`config.mk`:
```
export PLATFORM = sky130hd
export DESIGN_NAME = alu_share_arbiter
export DESIGN_NICKNAME = d
export VERILOG_FILES = /design/src/rtl/alu_share_arbiter.sv
export SDC_FILE = /design/constraint.sdc
export NUM_CORES = 1
export LEC_CHECK = 0
export CORE_MARGIN = 5
export CORE_UTILIZATION = 35
export CTS_BUF_LIST = sky130_fd_sc_hd__clkbuf_4 sky130_fd_sc_hd__clkbuf_8
export DETAILED_ROUTE_END_ITERATION = 10
export GPL_ROUTABILITY_DRIVEN = 0
export PLACE_DENSITY = 0.78
export SETUP_SLACK_MARGIN = 0.3
export SYNTH_ARGS = -nofsm -noshare
export SYNTH_HDL_FRONTEND = slang
export SYNTH_SLANG_ARGS = --single-unit
export TNS_END_PERCENT = 50
```
`constraint.sdc`:
```
create_clock -name clk -period 4.1 [get_ports clk]
set_input_delay 1.23 -clock clk [delete_from_list [all_inputs] [get_ports clk]]
set_output_delay 1.23 -clock clk [all_outputs]
set_load 0.01 [all_outputs]
```
`src/rtl/alu_share_arbiter.sv`:
```
// Round-robin sequencer sharing one combinational ALU between two requesters.
// Optional illegal-function bypass: define ALU_SHARE_FUNC_CHECK_EN.
module alu_share_arbiter #(
  parameter int size = 32
) (
  input  logic            clk,
  input  logic            rst,
  input  logic            req0_valid,
  output logic            req0_ready,
  input  logic [size-1:0] req0_a,
  input  logic [size-1:0] req0_b,
  input  logic [2:0]      req0_func,
  input  logic            req1_valid,
  output logic            req1_ready,
  input  logic [size-1:0] req1_a,
  input  logic [size-1:0] req1_b,
  input  logic [2:0]      req1_func,
  output logic            resp0_valid,
  input  logic            resp0_ready,
  output logic            resp1_valid,
  input  logic            resp1_ready,
  output logic [size-1:0] resp_data,
  output logic            resp_zero,
  output logic            resp_err,
  output logic [size-1:0] alu_a,
  output logic [size-1:0] alu_b,
  output logic [2:0]      alu_func,
  input  logic [size-1:0] alu_out,
  input  logic            alu_zero
);

  typedef enum logic [1:0] {
    IDLE = 2'd0,
    EXEC = 2'd1,
    RESP = 2'd2
  } state_t;

  state_t          state_q, state_d;
  logic            rr_last_q, rr_last_d;
  logic            gnt_id_q, gnt_id_d;
  logic [size-1:0] a_q, a_d;
  logic [size-1:0] b_q, b_d;
  logic [2:0]      func_q, func_d;
  logic [size-1:0] data_q, data_d;
  logic            zero_q, zero_d;

  logic            gnt;
  logic            accept;
  logic            resp_hs;
  logic [size-1:0] sel_a;
  logic [size-1:0] sel_b;
  logic [2:0]      sel_func;

`ifdef ALU_SHARE_FUNC_CHECK_EN
  logic            err_q, err_d;
  logic            illegal;
`endif

  // On a conflict the requester that did not win last time gets the grant.
  always_comb begin
    gnt = 1'b0;
    if (req0_valid && req1_valid) begin
      gnt = ~rr_last_q;
    end else if (req1_valid) begin
      gnt = 1'b1;
    end
  end

  assign accept = (state_q == IDLE) && (req0_valid || req1_valid) && !rst;

  assign sel_a    = gnt ? req1_a    : req0_a;
  assign sel_b    = gnt ? req1_b    : req0_b;
  assign sel_func = gnt ? req1_func : req0_func;

  assign resp_hs = gnt_id_q ? resp1_ready : resp0_ready;

`ifdef ALU_SHARE_FUNC_CHECK_EN
  assign illegal = (sel_func[2:1] == 2'b11);
`endif

  always_comb begin
    state_d   = state_q;
    rr_last_d = rr_last_q;
    gnt_id_d  = gnt_id_q;
    a_d       = a_q;
    b_d       = b_q;
    func_d    = func_q;
    data_d    = data_q;
    zero_d    = zero_q;
`ifdef ALU_SHARE_FUNC_CHECK_EN
    err_d     = err_q;
`endif
    unique case (state_q)
      IDLE: begin
        if (accept) begin
          gnt_id_d  = gnt;
          rr_last_d = gnt;
`ifdef ALU_SHARE_FUNC_CHECK_EN
          if (illegal) begin
            data_d  = '0;
            zero_d  = 1'b1;
            err_d   = 1'b1;
            state_d = RESP;
          end else begin
            a_d     = sel_a;
            b_d     = sel_b;
            func_d  = sel_func;
            state_d = EXEC;
          end
`else
          a_d     = sel_a;
          b_d     = sel_b;
          func_d  = sel_func;
          state_d = EXEC;
`endif
        end
      end
      EXEC: begin
        data_d  = alu_out;
        zero_d  = alu_zero;
`ifdef ALU_SHARE_FUNC_CHECK_EN
        err_d   = 1'b0;
`endif
        state_d = RESP;
      end
      RESP: begin
        if (resp_hs) begin
          state_d = IDLE;
        end
      end
      default: state_d = IDLE;
    endcase
  end

  always_ff @(posedge clk or posedge rst) begin
    if (rst) begin
      state_q   <= IDLE;
      rr_last_q <= 1'b1;
      gnt_id_q  <= 1'b0;
      a_q       <= '0;
      b_q       <= '0;
      func_q    <= '0;
      data_q    <= '0;
      zero_q    <= 1'b0;
    end else begin
      state_q   <= state_d;
      rr_last_q <= rr_last_d;
      gnt_id_q  <= gnt_id_d;
      a_q       <= a_d;
      b_q       <= b_d;
      func_q    <= func_d;
      data_q    <= data_d;
      zero_q    <= zero_d;
    end
  end

`ifdef ALU_SHARE_FUNC_CHECK_EN
  always_ff @(posedge clk or posedge rst) begin
    if (rst) begin
      err_q <= 1'b0;
    end else begin
      err_q <= err_d;
    end
  end

  assign resp_err = err_q;
`else
  assign resp_err = 1'b0;
`endif

  assign req0_ready  = accept && !gnt;
  assign req1_ready  = accept && gnt;
  assign resp0_valid = (state_q == RESP) && !gnt_id_q;
  assign resp1_valid = (state_q == RESP) && gnt_id_q;
  assign resp_data   = data_q;
  assign resp_zero   = zero_q;
  assign alu_a       = a_q;
  assign alu_b       = b_q;
  assign alu_func    = func_q;

endmodule

```
* Word level (Yosys, flattened, before mapping) *
Index checks and enable logic that the tools add are counted.
Widths: inputs -> output; s select.

storage, ports and cells
  bits of input ports = 173
  latch bits = 0
  output and inout bits = 105
  memories kept = 0
  ROM bits = 0
  word-level logic and storage cells = 36
  bits in registers = 104
  RAM bits = 0

operators by class
  div/mod/pow operators = 0
  reduce and logical (&&, ||, !) cells = 14
  bitwise gates (word level) = 1
  equality and inequality tests = 4
  multiply operators = 0
  add/sub/neg operators = 0
  mux-type cells = 9
  $lt $le $gt $ge = 0
  shift-type cells = 0

operators with widths
  kind                number
  $mux 32             2
  $logic_and 1x1->1   7
  $pmux 2 s3          1
  $mux 2              2
  $ne 2x2->1 const B  2
  $reduce_and 2->1    2
  $logic_not 1->1     3
  $mux 1              3
  $mux 3              1
  $eq 2x1->1 const B  1
  $eq 2x2->1 const B  1
  $logic_not 2->1     1
  $logic_or 1x1->1    1
  $not 1->1           1

* Depth between registers and ports, before layout *
  word-level depth = 5
  mapped depth = 7
  mapped depth without buffers = 4

* Worst setup path after synthesis *
Ideal clock, no wire load.

  path type = input -> output
  start = in req0_valid
  end = out req0_ready
  stages on the path = 5
  path buffers = 3
  required time = 2.870 ns
  slack = 0.808 ns
  data arrival time = 2.062 ns
  cell sequence = buf_2 buf_2 buf_1 nand3_1 inv_1

between the ends
  word-level cells in the longest chain between the ends = 4
  elaborated cells on any way between the ends = 7
  those cells by class = mux (1); reduce/logical (6)

ends and longest elaborated chain
  what                                                          RTL line  source
  start, declared                                               8         input logic req0_valid,
  $logic_and 1x1->1 / $logic_or 1x1->1 (equally long branches)  62, 69
  $mux 1 / $logic_and 1x1->1 (equally long branches)            62, 69
  $logic_not 1->1 / $logic_and 1x1->1 (equally long branches)   171, 69
  $logic_and 1x1->1 (*)                                         171       assign req0_ready = accept && !gnt;
  end, declared                                                 9         output logic req0_ready,

Every way passes the cells marked *; elsewhere a longest branch is shown, timed or not.

* Worst setup path in the final report *
  start = in rst
  end = out req0_ready

between the ends
  word-level cells in the longest chain between the ends = 3

ends and longest elaborated chain
  what                              RTL line  source
  start, declared                   7         input logic rst,
  $logic_not 1->1 (no source line)  n/a
  $logic_and 1x1->1                 69        assign accept = (state_q == IDLE) && (req0_valid || req1_valid) && !rst;
  $logic_and 1x1->1                 171

Every way passes these cells.

==> results.ini <==
[run_status]
outcome = finished, final reports clean

[sta]
max_freq_ghz = 0.271
setup_violations = 0
skew_ps = 13.0
worstMarginPinSlew_ps = 809
fin_ws_ps = 412
finalMaxSlewViolations = 0
finalHoldViolCount = 0
timing.final.crit_share_pct = 89.9
rsz0062_at_grt = true
fin_hold_ws_ps = 513
layout_min_cycle_time_ps = 3690
slew-limit-headroom_pct = 45.9
setup_tns_ps = 0

[setup_path]
crit_type = in -> out
worstPathArrival_ps = 2460
worstReg2RegEnd = alu_a[6]$_DFFE_PP0P_
crit_path_max_fanout = 3
crit_path_end_kind = output port
r2r_start = state_q[1]$_DFFE_PP0P_
rr_worst_depth = 4
cp.required_ps = 2870
rrSetupSlack_ps = 2180
start_kind = input pin

[clock_tree]
h-tree-depth = 3
root_buffer = clkbuf_8
cts_max_path_buffers = 2
cts_buffers = 9
post_cts_buffers = 0
clock_sinks = 104
clk_latency_ps = 360
path_clk_slew_ps = 100
cts_tree = built

[global_routing]
grt_pass1_wl_um = 25500
track_usage_pct = 19.9
grt_max_degree = 68
grt-ovfl-total = 0
grt_antenna_before_repair = 1
grt_pass1_vias = 4724

[yosys]
synth_edf_count = 0
synth-async-reset-ratio_pct = 100
synth_area_sq_um = 4730
syn_inst = 402
ys_types = 24
synthFlopType = dfrtp_1
synth_seq_cells = 104
yosysSeqAreaShare_pct = 55.1
syn_avg_cell_area_sq_um = 11.8
synthesis.nets = 575
yosysWarnings = 0

[die]
fp-row-count = 42
start_util_pct = 35.7
core_area_sq_um = 13200
die_w_um = 126
num_io_pins = 278
dieArea_sq_um = 15900
die_h_um = 126

[power_and_ir_drop]
p_switching_mw = 1.65
seq_power_share_pct = 36.5
powerDensity_nw_per_um2 = 633
combPwrFrac_pct = 49.9
pwr-share-clk_pct = 13.6
p_sw_share_pct = 33.3
p_int_mw = 3.31
peakVddDrop_mv = 0.250
p_leak_nw = 3.20

[final_layout]
layout-drive-gt1-share_pct = 15.2
final_common_cell = clkdlybuf4s50_1
area_growth_pct = 65.8
layout.nets = 832
stdcell_area_sq_um = 7840
final_cell_mix = clkdlybuf4s50_1 (273), dfrtp_1 (103), nand2_1 (68)

[flow_run]
maxCapViolCount = 0

[placed_design]
place_hpwl_um = 12100
place.port_buffers = 276
placed_area_sq_um = 7620
place_ws_ps = 80.0

[worst_hold_path]
hold_path_class = reg -> reg
holdCritStartpoint = resp_data[24]$_DFFE_PP0N_
whs_path_depth = 1
worstHoldEndpoint = resp_data[24]$_DFFE_PP0N_

[routing]
vias = 4405
drc = 0
wl_per_cell_um = 19.3
firstDrtPassIters = 5
postRouteAntennaNets = 0
drt_wl_total_um = 16200
drt_iter0_markers = 275
vias_per_cell = 5.24

-- cell type report --
| class | instances | area (sq um) |
|---|---|---|
| diodes | 1 | 2.50 |
| clock buffers | 11 | 145 |
| clock inverters | 5 | 63.8 |
| fillers | 1123 | 5400 |
| inverters | 4 | 18.8 |
| multi-input cells | 251 | 1900 |
| flip-flops and latches | 104 | 2600 |
| well taps | 176 | 220 |
| repair buffers | 289 | 2880 |
-- through the flow --
stage | utilization (%) | std cells | power, mW
final | 59.2 | 841 | 4.96
after floorplan | - | 402 | 2.92
after global placement | 57.5 | 824 | 4.26
after CTS | 59.2 | 840 | 5.03
after global routing | 59.2 | 841 | 5.25
after detailed placement | 57.5 | 824 | 4.33
-- state kept, by name, indices dropped and copies added (netlist names) --
register,flops
alu_a,32
alu_b,32
alu_func,3
gnt_id_q,1
resp_data,32
resp_zero,1
rr_last_q,1
state_q,2
-- worst max-delay path: stages --
cell,delay [ps]
clkdlybuf4s50_1,460
nor3_4,220
nand3_1,130
inv_1,100
dlygate4sd2_1,310
-- power groups by stage --
stage	clock network [mW]	logic, mW	registers [mW]
floorplan	0	0.902	2.02
global placement	0	2.47	1.80
detailed placement	0	2.51	1.82
CTS	0.702	2.52	1.81
global route	0.744	2.63	1.88
finish	0.676	2.47	1.81
-- cell usage after synthesis (2+ instances only) --
library cell | n | area [sq um]
nor3_1 | 37 | 185
nor2_1 | 2 | 7.51
nand2_1 | 68 | 255
buf_4 | 2 | 15.0
buf_6 | 5 | 56.3
nand2b_1 | 3 | 18.8
inv_1 | 4 | 15.0
buf_2 | 17 | 85.1
nor3_2 | 31 | 310
dfrtp_1 | 103 | 2580
clkbuf_1 | 18 | 67.6
a221o_1 | 67 | 671
mux2_2 | 34 | 383
-- routing by layer --
metal  share of wire, %  wire [um]  GRT usage [%]  vias to the layer above
met5                  0          0              0                        -
met4                2.2        355           7.07                        0
met3                8.2       1330           5.55                       26
met2                 50       8120           33.7                      235
met1                 40       6440           24.3                     2151
li1                   -          -              -                     1993
-- worst max path at each step --
stage                          start    endpoint
after floorplan           req0_valid  req0_ready
after global placement           rst  req1_ready
after detailed placement         rst  req0_ready
after CTS                        rst  req1_ready
after global routing             rst  req0_ready
final                            rst  req0_ready
-- cell families (layout without fill, tap and decap cells) --
family,after synthesis,in the layout,share of synthesized area (%)
simple gates,145,145,17.0
flops,104,104,55.1
compound gates,71,71,14.7
buf+inv,47,309,5.13
mux,34,34,8.10
other cells,1,2,0.0793
-- timing repair --
| action | in CTS | in global routing |
|---|---|---|
| resized for setup | 2 | 1 |
| setup endpoints to repair | 2 | 2 |
| hold endpoints to repair | 0 | 0 |
| hold buffers | 0 | 0 |
| gates cloned | 0 | 0 |
Power figures use the tool's default switching activity.
